`src/rtl/fp_class_pkg.sv`:
```
// Shared class encoding for the floating-point classification pipeline.
package fp_class_pkg;

    localparam int unsigned CLASS_W = 3;

    typedef enum logic [CLASS_W-1:0] {
        CLS_ZERO = 3'd0,
        CLS_SUBN = 3'd1,
        CLS_NORM = 3'd2,
        CLS_INF  = 3'd3,
        CLS_QNAN = 3'd4,
        CLS_SNAN = 3'd5
    } fp_class_e;

endpackage

```
`src/rtl/fp_class_lane.sv`:
```
// Single-lane combinational classifier: exponent/mantissa -> class code and mantissa-zero flag.
module fp_class_lane
    import fp_class_pkg::*;
#(
    parameter int unsigned EXPO_W = 8,
    parameter int unsigned MANT_W = 23
) (
    input  logic [EXPO_W-1:0] expo_i,
    input  logic [MANT_W-1:0] mant_i,
    output fp_class_e         class_o,
    output logic              mant_zero_o
);

    logic mant_is_zero;

    assign mant_is_zero = (mant_i == '0);
    assign mant_zero_o  = mant_is_zero;

    always_comb begin
        class_o = CLS_NORM;
        if (expo_i == '0) begin
            class_o = mant_is_zero ? CLS_ZERO : CLS_SUBN;
        end else if (expo_i == '1) begin
            // Mantissa MSB is the quiet bit; a clear MSB with any payload is signalling.
            if (mant_is_zero) begin
                class_o = CLS_INF;
            end else if (mant_i[MANT_W-1]) begin
                class_o = CLS_QNAN;
            end else begin
                class_o = CLS_SNAN;
            end
        end
    end

endmodule

```
`src/rtl/fp_class_pipe.sv`:
```
// Two-stage valid/ready pipeline classifying LANES operands per beat, with a
// saturating count of ZERO-class lanes delivered downstream.
module fp_class_pipe
    import fp_class_pkg::*;
#(
    parameter int unsigned SIGN_W = 1,
    parameter int unsigned EXPO_W = 8,
    parameter int unsigned MANT_W = 23,
    parameter int unsigned LANES  = 4,
    parameter int unsigned CNT_W  = 16
) (
    input  logic                       clk,
    input  logic                       rst,
    input  logic                       in_valid,
    output logic                       in_ready,
    input  logic [LANES*SIGN_W-1:0]    in_sign,
    input  logic [LANES*EXPO_W-1:0]    in_expo,
    input  logic [LANES*MANT_W-1:0]    in_mant,
    output logic                       out_valid,
    input  logic                       out_ready,
    output logic [LANES*CLASS_W-1:0]   out_class,
    output logic [LANES-1:0]           out_mant_zero,
    input  logic                       cnt_clr,
    output logic [CNT_W-1:0]           zero_cnt
);

    localparam int unsigned LW    = $clog2(LANES + 1);
    localparam int unsigned SUM_W = ((CNT_W > LW) ? CNT_W : LW) + 1;

    logic                     s1_valid_q, s1_valid_d;
    logic [LANES*EXPO_W-1:0]  s1_expo_q, s1_expo_d;
    logic [LANES*MANT_W-1:0]  s1_mant_q, s1_mant_d;
    logic                     s2_valid_q, s2_valid_d;
    logic [LANES*CLASS_W-1:0] s2_class_q, s2_class_d;
    logic [LANES-1:0]         s2_mz_q, s2_mz_d;
    logic [CNT_W-1:0]         cnt_q, cnt_d;

    logic                     s1_accept, s2_accept;
    fp_class_e                lane_class [LANES];
    logic [LANES-1:0]         lane_mz;
    logic [LW-1:0]            zero_lanes;
    logic [SUM_W-1:0]         cnt_sum;

    // Sign never influences the class.
    logic                     sign_unused;
    assign sign_unused = ^in_sign;

    for (genvar g = 0; g < LANES; g++) begin : g_lane
        fp_class_lane #(
            .EXPO_W (EXPO_W),
            .MANT_W (MANT_W)
        ) u_lane (
            .expo_i      (s1_expo_q[g*EXPO_W +: EXPO_W]),
            .mant_i      (s1_mant_q[g*MANT_W +: MANT_W]),
            .class_o     (lane_class[g]),
            .mant_zero_o (lane_mz[g])
        );
    end

    assign s2_accept = ~s2_valid_q | out_ready;
    assign s1_accept = ~s1_valid_q | s2_accept;

    always_comb begin
        s1_valid_d = s1_valid_q;
        s1_expo_d  = s1_expo_q;
        s1_mant_d  = s1_mant_q;
        s2_valid_d = s2_valid_q;
        s2_class_d = s2_class_q;
        s2_mz_d    = s2_mz_q;

        if (s1_accept) begin
            s1_valid_d = in_valid;
        end
        if (s1_accept && in_valid) begin
            s1_expo_d = in_expo;
            s1_mant_d = in_mant;
        end

        if (s2_accept) begin
            s2_valid_d = s1_valid_q;
        end
        if (s2_accept && s1_valid_q) begin
            for (int unsigned i = 0; i < LANES; i++) begin
                s2_class_d[i*CLASS_W +: CLASS_W] = lane_class[i];
            end
            s2_mz_d = lane_mz;
        end
    end

    always_comb begin
        zero_lanes = '0;
        for (int unsigned i = 0; i < LANES; i++) begin
            if (s2_class_q[i*CLASS_W +: CLASS_W] == CLS_ZERO) begin
                zero_lanes = zero_lanes + LW'(1);
            end
        end

        cnt_sum = SUM_W'(cnt_q) + SUM_W'(zero_lanes);
        cnt_d   = cnt_q;
        // Clear takes priority; the coincident increment is dropped.
        if (cnt_clr) begin
            cnt_d = '0;
        end else if (s2_valid_q && out_ready) begin
            if (cnt_sum[SUM_W-1:CNT_W] != '0) begin
                cnt_d = '1;
            end else begin
                cnt_d = cnt_sum[CNT_W-1:0];
            end
        end
    end

    always_ff @(posedge clk) begin
        if (rst) begin
            s1_valid_q <= 1'b0;
            s1_expo_q  <= '0;
            s1_mant_q  <= '0;
            s2_valid_q <= 1'b0;
            s2_class_q <= '0;
            s2_mz_q    <= '0;
            cnt_q      <= '0;
        end else begin
            s1_valid_q <= s1_valid_d;
            s1_expo_q  <= s1_expo_d;
            s1_mant_q  <= s1_mant_d;
            s2_valid_q <= s2_valid_d;
            s2_class_q <= s2_class_d;
            s2_mz_q    <= s2_mz_d;
            cnt_q      <= cnt_d;
        end
    end

    assign in_ready      = s1_accept;
    assign out_valid     = s2_valid_q;
    assign out_class     = s2_class_q;
    assign out_mant_zero = s2_mz_q;
    assign zero_cnt      = cnt_q;

endmodule

```
`config.mk`:
```
export PLATFORM = sky130hd
export DESIGN_NAME = fp_class_pipe
export DESIGN_NICKNAME = d
export VERILOG_FILES = /design/src/rtl/fp_class_pkg.sv /design/src/rtl/fp_class_lane.sv /design/src/rtl/fp_class_pipe.sv
export SDC_FILE = /design/constraint.sdc
export NUM_CORES = 1
export LEC_CHECK = 0
export CAP_MARGIN = 20
export CORE_MARGIN = 2
export CORE_UTILIZATION = 50
export CTS_CLUSTER_SIZE = 12
export DETAILED_ROUTE_END_ITERATION = 8
export HOLD_SLACK_MARGIN = 0.02
export PLACE_DENSITY_LB_ADDON = 0.25
export SLEW_MARGIN = 20
export SYNTH_ARGS = -nofsm -noshare
export SYNTH_HDL_FRONTEND = slang
export SYNTH_SLANG_ARGS = --single-unit
```
`constraint.sdc`:
```
create_clock -name clk -period 5.8 [get_ports clk]
set_input_delay 0.58 -clock clk [delete_from_list [all_inputs] [get_ports clk]]
set_output_delay 0.58 -clock clk [all_outputs]
set_load 0.01 [all_outputs]
```
Word-level counts from Yosys, hierarchy flattened
Cells that the tools add are included.

word-level totals
  register bits after elaboration = 158
  output and inout bits = 34
  bits of input ports = 133

operators by class
  add/sub/neg operators = 4
  bitwise gates (word level) = 4
  equality and inequality tests = 4
  reduce and logical (&&, ||, !) cells = 16
  muxes and demuxes = 25

operators by type and width
  operator               number
  $logic_not A23 Y1      4
  $mux W3                15
  $eq A8 B8 Y1 const B   4
  $logic_not A8 Y1       4
  $add A16 B3 Y17        1
  $mux W16               1
  $logic_not A3 Y1       4
  $add A3 B1 Y3 const B  3
  $mux W1                9
  $logic_and A1 B1 Y1    3
  $not A1 Y1             2
  $or A1 B1 Y1           2
  $reduce_or A2 Y1       1

Depth between registers and ports, before layout
  depth after elaboration = 10
  gate-level depth with buffers = 13
  mapped depth without buffers = 13

Hierarchy
Synthesis repeated with hierarchy kept, for this count alone.

second synthesis, totals
  cells, all modules = 803
  area total of the unflattened synthesis = 6276.0 um^2

by module, submodules not included
  module         seq. area each (um^2)  instances  area each (um^2)  cells an instance
  fp_class_pipe  3163.0                 1          5830.6            731
  fp_class_lane  0.0                    4          111.4             18

Worst setup path after synthesis
Ideal clock, no wire load.

  kind = register -> register
  start = reg s2_class_q[3] (netlist: out_class[3])
  end = reg cnt_q[10] (netlist: zero_cnt[10])
  setup time = 0.074 ns
  arrival time = 2.951 ns
  cell stages (with the launch flop) = 12
  clock period less this slack = 3.026 ns
  setup slack = 2.774 ns
  required time = 5.726 ns
  path through = dfxtp_1 > or3_1 > inv_1 > ha_1 > xor2_1 > ha_1 > mux2i_1 > fa_1 > nand2b_1 > a211oi_2 > nand2_1 > a31oi_1

on the way
  word-level cells in the longest chain between the ends = 8

RTL lines
  what                    line                  text
  from (decl)             fp_class_pipe.sv:34   logic [LANES*CLASS_W-1:0] s2_class_q, s2_class_d;
  from (signal assigned)  fp_class_pipe.sv:126  s2_class_q <= s2_class_d;
  $logic_not A3 Y1 (*)    fp_class_pipe.sv:93   if (s2_class_q[i*CLASS_W +: CLASS_W] == CLS_ZERO) begin
  $mux W3 (*)             fp_class_pipe.sv:93
  $add A3 B1 Y3           fp_class_pipe.sv:94   zero_lanes = zero_lanes + LW'(1);
  $mux W3 (*)             fp_class_pipe.sv:93
  $add A3 B1 Y3           fp_class_pipe.sv:94
  $mux W3 (*)             fp_class_pipe.sv:93
  $add A16 B3 Y17 (*)     fp_class_pipe.sv:98   cnt_sum = SUM_W'(cnt_q) + SUM_W'(zero_lanes);
  $mux W16 (*)            fp_class_pipe.sv:104  if (cnt_sum[SUM_W-1:CNT_W] != '0) begin
  to (signal assigned)    fp_class_pipe.sv:128  cnt_q <= cnt_d;
  to (decl)               fp_class_pipe.sv:36   logic [CNT_W-1:0] cnt_q, cnt_d;

Every way passes the cells marked *; elsewhere a longest branch is shown, timed or not.
A chain may end at the register's enable or synchronous reset.

Worst setup path after layout
  start = reg s2_class_q[3] (netlist: out_class[3])
  end = reg cnt_q[11] (netlist: zero_cnt[11])

The elaborated chain is that of the path after synthesis.

==> PnR_summary.wiki <==
{| class="wikitable"
! Metric !! Value
|-
| Portion of total power attributed to the clock network || approximately two fifths
|-
| Hold Violations, Final || 0
|-
| Max-capacitance violation count || 0
|-
| Total global-route track usage || 23.8%
|-
| Slew at the pin with the worst max-slew slack || 790 ps
|-
| Minimum period implied by the final worst setup slack || about 3400 ps
|-
| Launch point of the worst reg-to-reg path || out_class[3]
|-
| Worst r2r path cells || 11
|-
| Area growth from synthesis to layout || 34.9%
|-
| Number of different library cells in the post-synthesis netlist || 42
|-
| Maximum number of pins on one net before global-route repair || approximately 80
|-
| Boundary pin count || 167
|-
| Area share of the leading cell type in the synthesized netlist || 49.9%
|-
| Type of the most critical hold path || flip-flop to flip-flop
|-
| Post-detailed-route count of antenna-violating nets || 0
|-
| Area occupied by registers || 0.00316 mm^2
|-
| Avg Cell Area, Syn || 7.86 um^2
|-
| Cell family with most CP delay || adder cells
|-
| Final worst clock skew || 6.87 ps
|-
| Post-CTS resize count || 0
|-
| Startpoint types || flip-flop
|-
| Power density over the cells || slightly below 300 mW/mm^2
|-
| Standard cell core area || 0.0125 mm^2
|-
| Cell internal pwr || 0.00187 W
|-
| Layout cells sized above 1 || 4.28%
|-
| Hold Path End || s1_mant_q[9]
|-
| Antenna cells || 0
|-
| Combinational Power Share || 12.8%
|-
| Filler cell count || approximately 1100
|-
| Total number of placement rows || 41
|-
| R2r setup slk || 2370 ps
|-
| Leakage dissipation || 3.12 nW
|-
| Setup violators final || 0
|-
| Total number of vias || 5935
|-
| Setup slack after placement || 2480 ps
|-
| Yosys top cell by area || sky130_fd_sc_hd__dfxtp_1
|-
| Part of the total power dissipated in sequential elements || 47.6%
|-
| Worst slew slack as a fraction of its limit || a little under half
|-
| First-pass GRT wire length || 25500 um
|-
| Routed vias/inst || 5.25
|-
| Kind of critical path || flip-flop to flip-flop
|-
| Final weighted congestion of routability-driven global placement || 0.828
|-
| Crit path buffers/inverters || 1
|-
| Cell mode on critical path || sky130_fd_sc_hd__ha_1
|-
| F_max || 291 MHz
|-
| Synthesized instance count || ~810
|-
| Iteration-0 DRC count of the detailed router || 541
|-
| Category of the worst setup path capture point || flip-flop
|-
| CTS HTree Levels || 4
|-
| Setup Fix Bufs, Post-CTS || 0
|-
| Input/output buffers || 162
|-
| Outcome || finished clean
|-
| Warning count from the yosys run || 0
|-
| Endpoint required time on the critical path || 6130 ps
|-
| Final wirelength || about 16000 um
|-
| Post-synthesis instance area || around 0.0063 mm^2
|-
| Initial antenna violation count || 0
|-
| Die height || approximately 120 um
|-
| Critical path's largest stage delay || 470 ps
|-
| Cell breakdown of the critical path || or3_1, inv_1, ha_1, xor2_1, ha_1, mux2i_1, fa_1, nand2b_1, a211oi_2, nand2_1, a31oi_1
|-
| DIE WIDTH || roughly 120 um
|-
| Number of iterations in the first detailed-routing pass || 5
|-
| Number of clock sinks || between 150 and 200
|-
| Critical hold path startpoint || s1_mant_q[9]
|-
| Sw Pwr || around 0.0006 W
|-
| Via count of the first global-routing pass || approximately 5500
|-
| Routed wire per std cell || 14.0 um
|-
| Data arrival at the endpoint of the critical path || 3760 ps
|-
| Final TNS setup || 0 ps
|-
| Starting density of the core || 50.7%
|-
| Multi-input combinational cell area || 0.00294 mm^2
|-
| Final Cycle Share || between 50% and 60%
|-
| Final worst-path setup slack || 2370 ps
|-
| Final global-route overflow total || 0
|-
| Remaining DRCs || 0
|-
| Fin nets || 1086
|-
| Hold path cells || 2
|-
| Worst hold slack across all endpoints || 452 ps
|-
| Area contributors post-synth || sky130_fd_sc_hd__dfxtp_1, sky130_fd_sc_hd__nand2_1, sky130_fd_sc_hd__a21oi_1
|-
| Number of pins exceeding their max-slew limit in the final report || 0
|-
| Clock transition at the registers of the reported paths || 60 ps
|-
| Maximum fanout count along the critical path || 10
|-
| TritonCTS clock tree || built
|-
| HPWL reported at the end of detailed placement || 10800 um
|-
| Post-synthesis register bit count || 158
|-
| Cts bufs inserted || 17
|-
| Clock Latency Late Sink || 420 ps
|-
| Sequential element share of the synthesized area || 49.9%
|-
| Reg2reg end || zero_cnt[11]
|-
| Post-CTS Hold Buffers || 0
|-
| Clock Path Buffers || 2
|-
| Crit path max-delay cell type || sky130_fd_sc_hd__fa_1
|-
| Total die area || 0.0136 mm^2
|-
| Switching portion of total power || ~24%
|-
| Root buffer selected by CTS || sky130_fd_sc_hd__clkbuf_16
|-
| Nets in the synthesized netlist || 948
|-
| RSZ-0062 raised after global routing || false
|-
| VDD IR-drop max || between 200 and 250 uV
|}
==> synth_stat cells <==
library cell / n
sky130_fd_sc_hd__nand3b_1: 5
sky130_fd_sc_hd__dfxtp_1: 158
sky130_fd_sc_hd__nor3b_1: 2
sky130_fd_sc_hd__and4_1: 1
sky130_fd_sc_hd__nor4_1: 26
sky130_fd_sc_hd__nand3_1: 3
sky130_fd_sc_hd__o221a_2: 1
sky130_fd_sc_hd__buf_2: 11
sky130_fd_sc_hd__o21bai_1: 2
sky130_fd_sc_hd__o31ai_1: 1
sky130_fd_sc_hd__nor2b_1: 3
sky130_fd_sc_hd__nand2b_1: 2
sky130_fd_sc_hd__o21ai_0: 12
sky130_fd_sc_hd__and2_1: 4
sky130_fd_sc_hd__nand2_1: 275
sky130_fd_sc_hd__clkbuf_1: 30
sky130_fd_sc_hd__and3_1: 1
sky130_fd_sc_hd__a31o_2: 3
sky130_fd_sc_hd__a41o_1: 2
sky130_fd_sc_hd__xnor2_1: 2
sky130_fd_sc_hd__nand4_2: 1
sky130_fd_sc_hd__fa_1: 1
sky130_fd_sc_hd__or2_2: 1
sky130_fd_sc_hd__a21oi_2: 1
sky130_fd_sc_hd__nor3_1: 10
sky130_fd_sc_hd__a21o_1: 2
sky130_fd_sc_hd__mux2_2: 1
sky130_fd_sc_hd__a21oi_1: 149
sky130_fd_sc_hd__o211ai_1: 10
sky130_fd_sc_hd__ha_1: 7
sky130_fd_sc_hd__or2_0: 1
sky130_fd_sc_hd__nor2_1: 11
sky130_fd_sc_hd__inv_1: 10
sky130_fd_sc_hd__xor2_1: 5
sky130_fd_sc_hd__or4_1: 5
sky130_fd_sc_hd__mux2i_1: 1
sky130_fd_sc_hd__a211oi_2: 1
sky130_fd_sc_hd__buf_4: 6
sky130_fd_sc_hd__nand4_1: 19
sky130_fd_sc_hd__a221oi_1: 1
sky130_fd_sc_hd__a31oi_1: 11
sky130_fd_sc_hd__or3_1: 9
==> layout by cell type, fill, tap and decap left out, types with 2 or more instances in the layout <==
master	Yosys	routed
sky130_fd_sc_hd__nand2_1	275	274
sky130_fd_sc_hd__clkdlybuf4s50_1	0	161
sky130_fd_sc_hd__dfxtp_1	158	158
sky130_fd_sc_hd__a21oi_1	149	149
sky130_fd_sc_hd__nor4_1	26	26
sky130_fd_sc_hd__nand4_1	19	19
sky130_fd_sc_hd__clkbuf_16	0	17
sky130_fd_sc_hd__o21ai_0	12	12
sky130_fd_sc_hd__nor2_1	11	11
sky130_fd_sc_hd__a31oi_1	11	11
sky130_fd_sc_hd__nor3_1	10	10
sky130_fd_sc_hd__inv_1	10	10
sky130_fd_sc_hd__o211ai_1	10	10
sky130_fd_sc_hd__or3_1	9	9
sky130_fd_sc_hd__ha_1	7	7
sky130_fd_sc_hd__clkbuf_1	30	6
sky130_fd_sc_hd__clkinv_2	0	6
sky130_fd_sc_hd__xor2_1	5	5
sky130_fd_sc_hd__nand3b_1	5	5
sky130_fd_sc_hd__or4_1	5	5
sky130_fd_sc_hd__and2_1	4	4
sky130_fd_sc_hd__nand3_1	3	3
sky130_fd_sc_hd__nor2b_1	3	3
sky130_fd_sc_hd__a31o_2	3	3
sky130_fd_sc_hd__buf_4	6	3
sky130_fd_sc_hd__nand2b_1	2	2
sky130_fd_sc_hd__nor3b_1	2	2
sky130_fd_sc_hd__o21bai_1	2	2
sky130_fd_sc_hd__a41o_1	2	2
sky130_fd_sc_hd__a21o_1	2	2
sky130_fd_sc_hd__xnor2_1	2	2
sky130_fd_sc_hd__clkbuf_8	0	2
==> cell families (layout without fill, tap and decap cells) <==
kind of cell / Yosys count / after routing / share of synthesized area [%]
adder cells (fa/ha/maj): 8 / 8 / 1.70
flip-flops: 158 / 158 / 49.9
XOR/XNOR: 7 / 7 / 0.967
multiplexers: 2 / 2 / 0.335
AO/OA/AOI/OAI: 196 / 196 / 16.9
buffers and inverters: 57 / 208 / 3.95
AND/OR/NAND/NOR: 379 / 379 / 26.2
==> how the worst max path moves through the flow <==
stage | from | endpoint | slack (ps) | cells after the start
CTS | out_class[3] | zero_cnt[11] | 2380 | 11
finish | out_class[3] | zero_cnt[11] | 2370 | 11
floorplan | out_class[3] | zero_cnt[10] | 2770 | 11
global route | out_class[3] | zero_cnt[11] | 2130 | 11
global placement | out_class[3] | zero_cnt[7] | 2540 | 11
detailed placement | out_class[3] | zero_cnt[11] | 2480 | 11
==> metal layers <==
layer	up-vias	routed length (um)	track usage, %
met5	-	0	0
met4	0	227	8.16
met3	17	1200	6.95
met2	189	7350	38.4
met1	2685	7000	30.7
li1	3044	-	-
==> power by group through the flow <==
| stage | clock [W] | combinational [W] | sequential, W |
|---|---|---|---|
| CTS | 0.000992 | 0.000314 | 0.00117 |
| finish | 0.000978 | 0.000315 | 0.00117 |
| global route | 0.00104 | 0.000352 | 0.00118 |
| global placement | 0 | 0.000305 | 0.00119 |
| detailed placement | 0 | 0.000311 | 0.00120 |
| floorplan | 0 | 0.000175 | 0.00119 |
==> metrics by stage <==
step           cell area [um^2]  util, %  instances  total power, W
2_1_floorplan              6340        -        807         0.00136
3_3_place_gp               8010     64.0       1097         0.00150
3_5_place_dp               8010     64.0       1097         0.00151
4_1_cts                    8530     68.1       1129         0.00248
5_1_grt                    8550     68.3       1130         0.00257
6_report                   8550     68.3       1130         0.00247
==> final cells by class <==
cell class                      instances  area share [%]
Clock buffer                           25            5.56
Clock inverter                          7           0.453
Inverter                               10           0.439
Multi-Input combinational cell        592            34.4
Sequential cell                       158            37.0
Tap cell                              172            2.52
Timing Repair Buffer                  166            19.7
==> tightest hold or removal path: stages (launching register included) <==
cell	delay, ps
sky130_fd_sc_hd__dfxtp_1	310
sky130_fd_sc_hd__nand2_1	50
sky130_fd_sc_hd__a21oi_1	50
==> state kept, by name, indices dropped and copies added (netlist names) <==
register,cells
out_mant_zero,4
s1_expo_q,32
zero_cnt,16
out_class,12
s1_mant_q,92
out_valid,1
s1_valid_q,1
No activity file was read; power rests on OpenSTA's default activity.
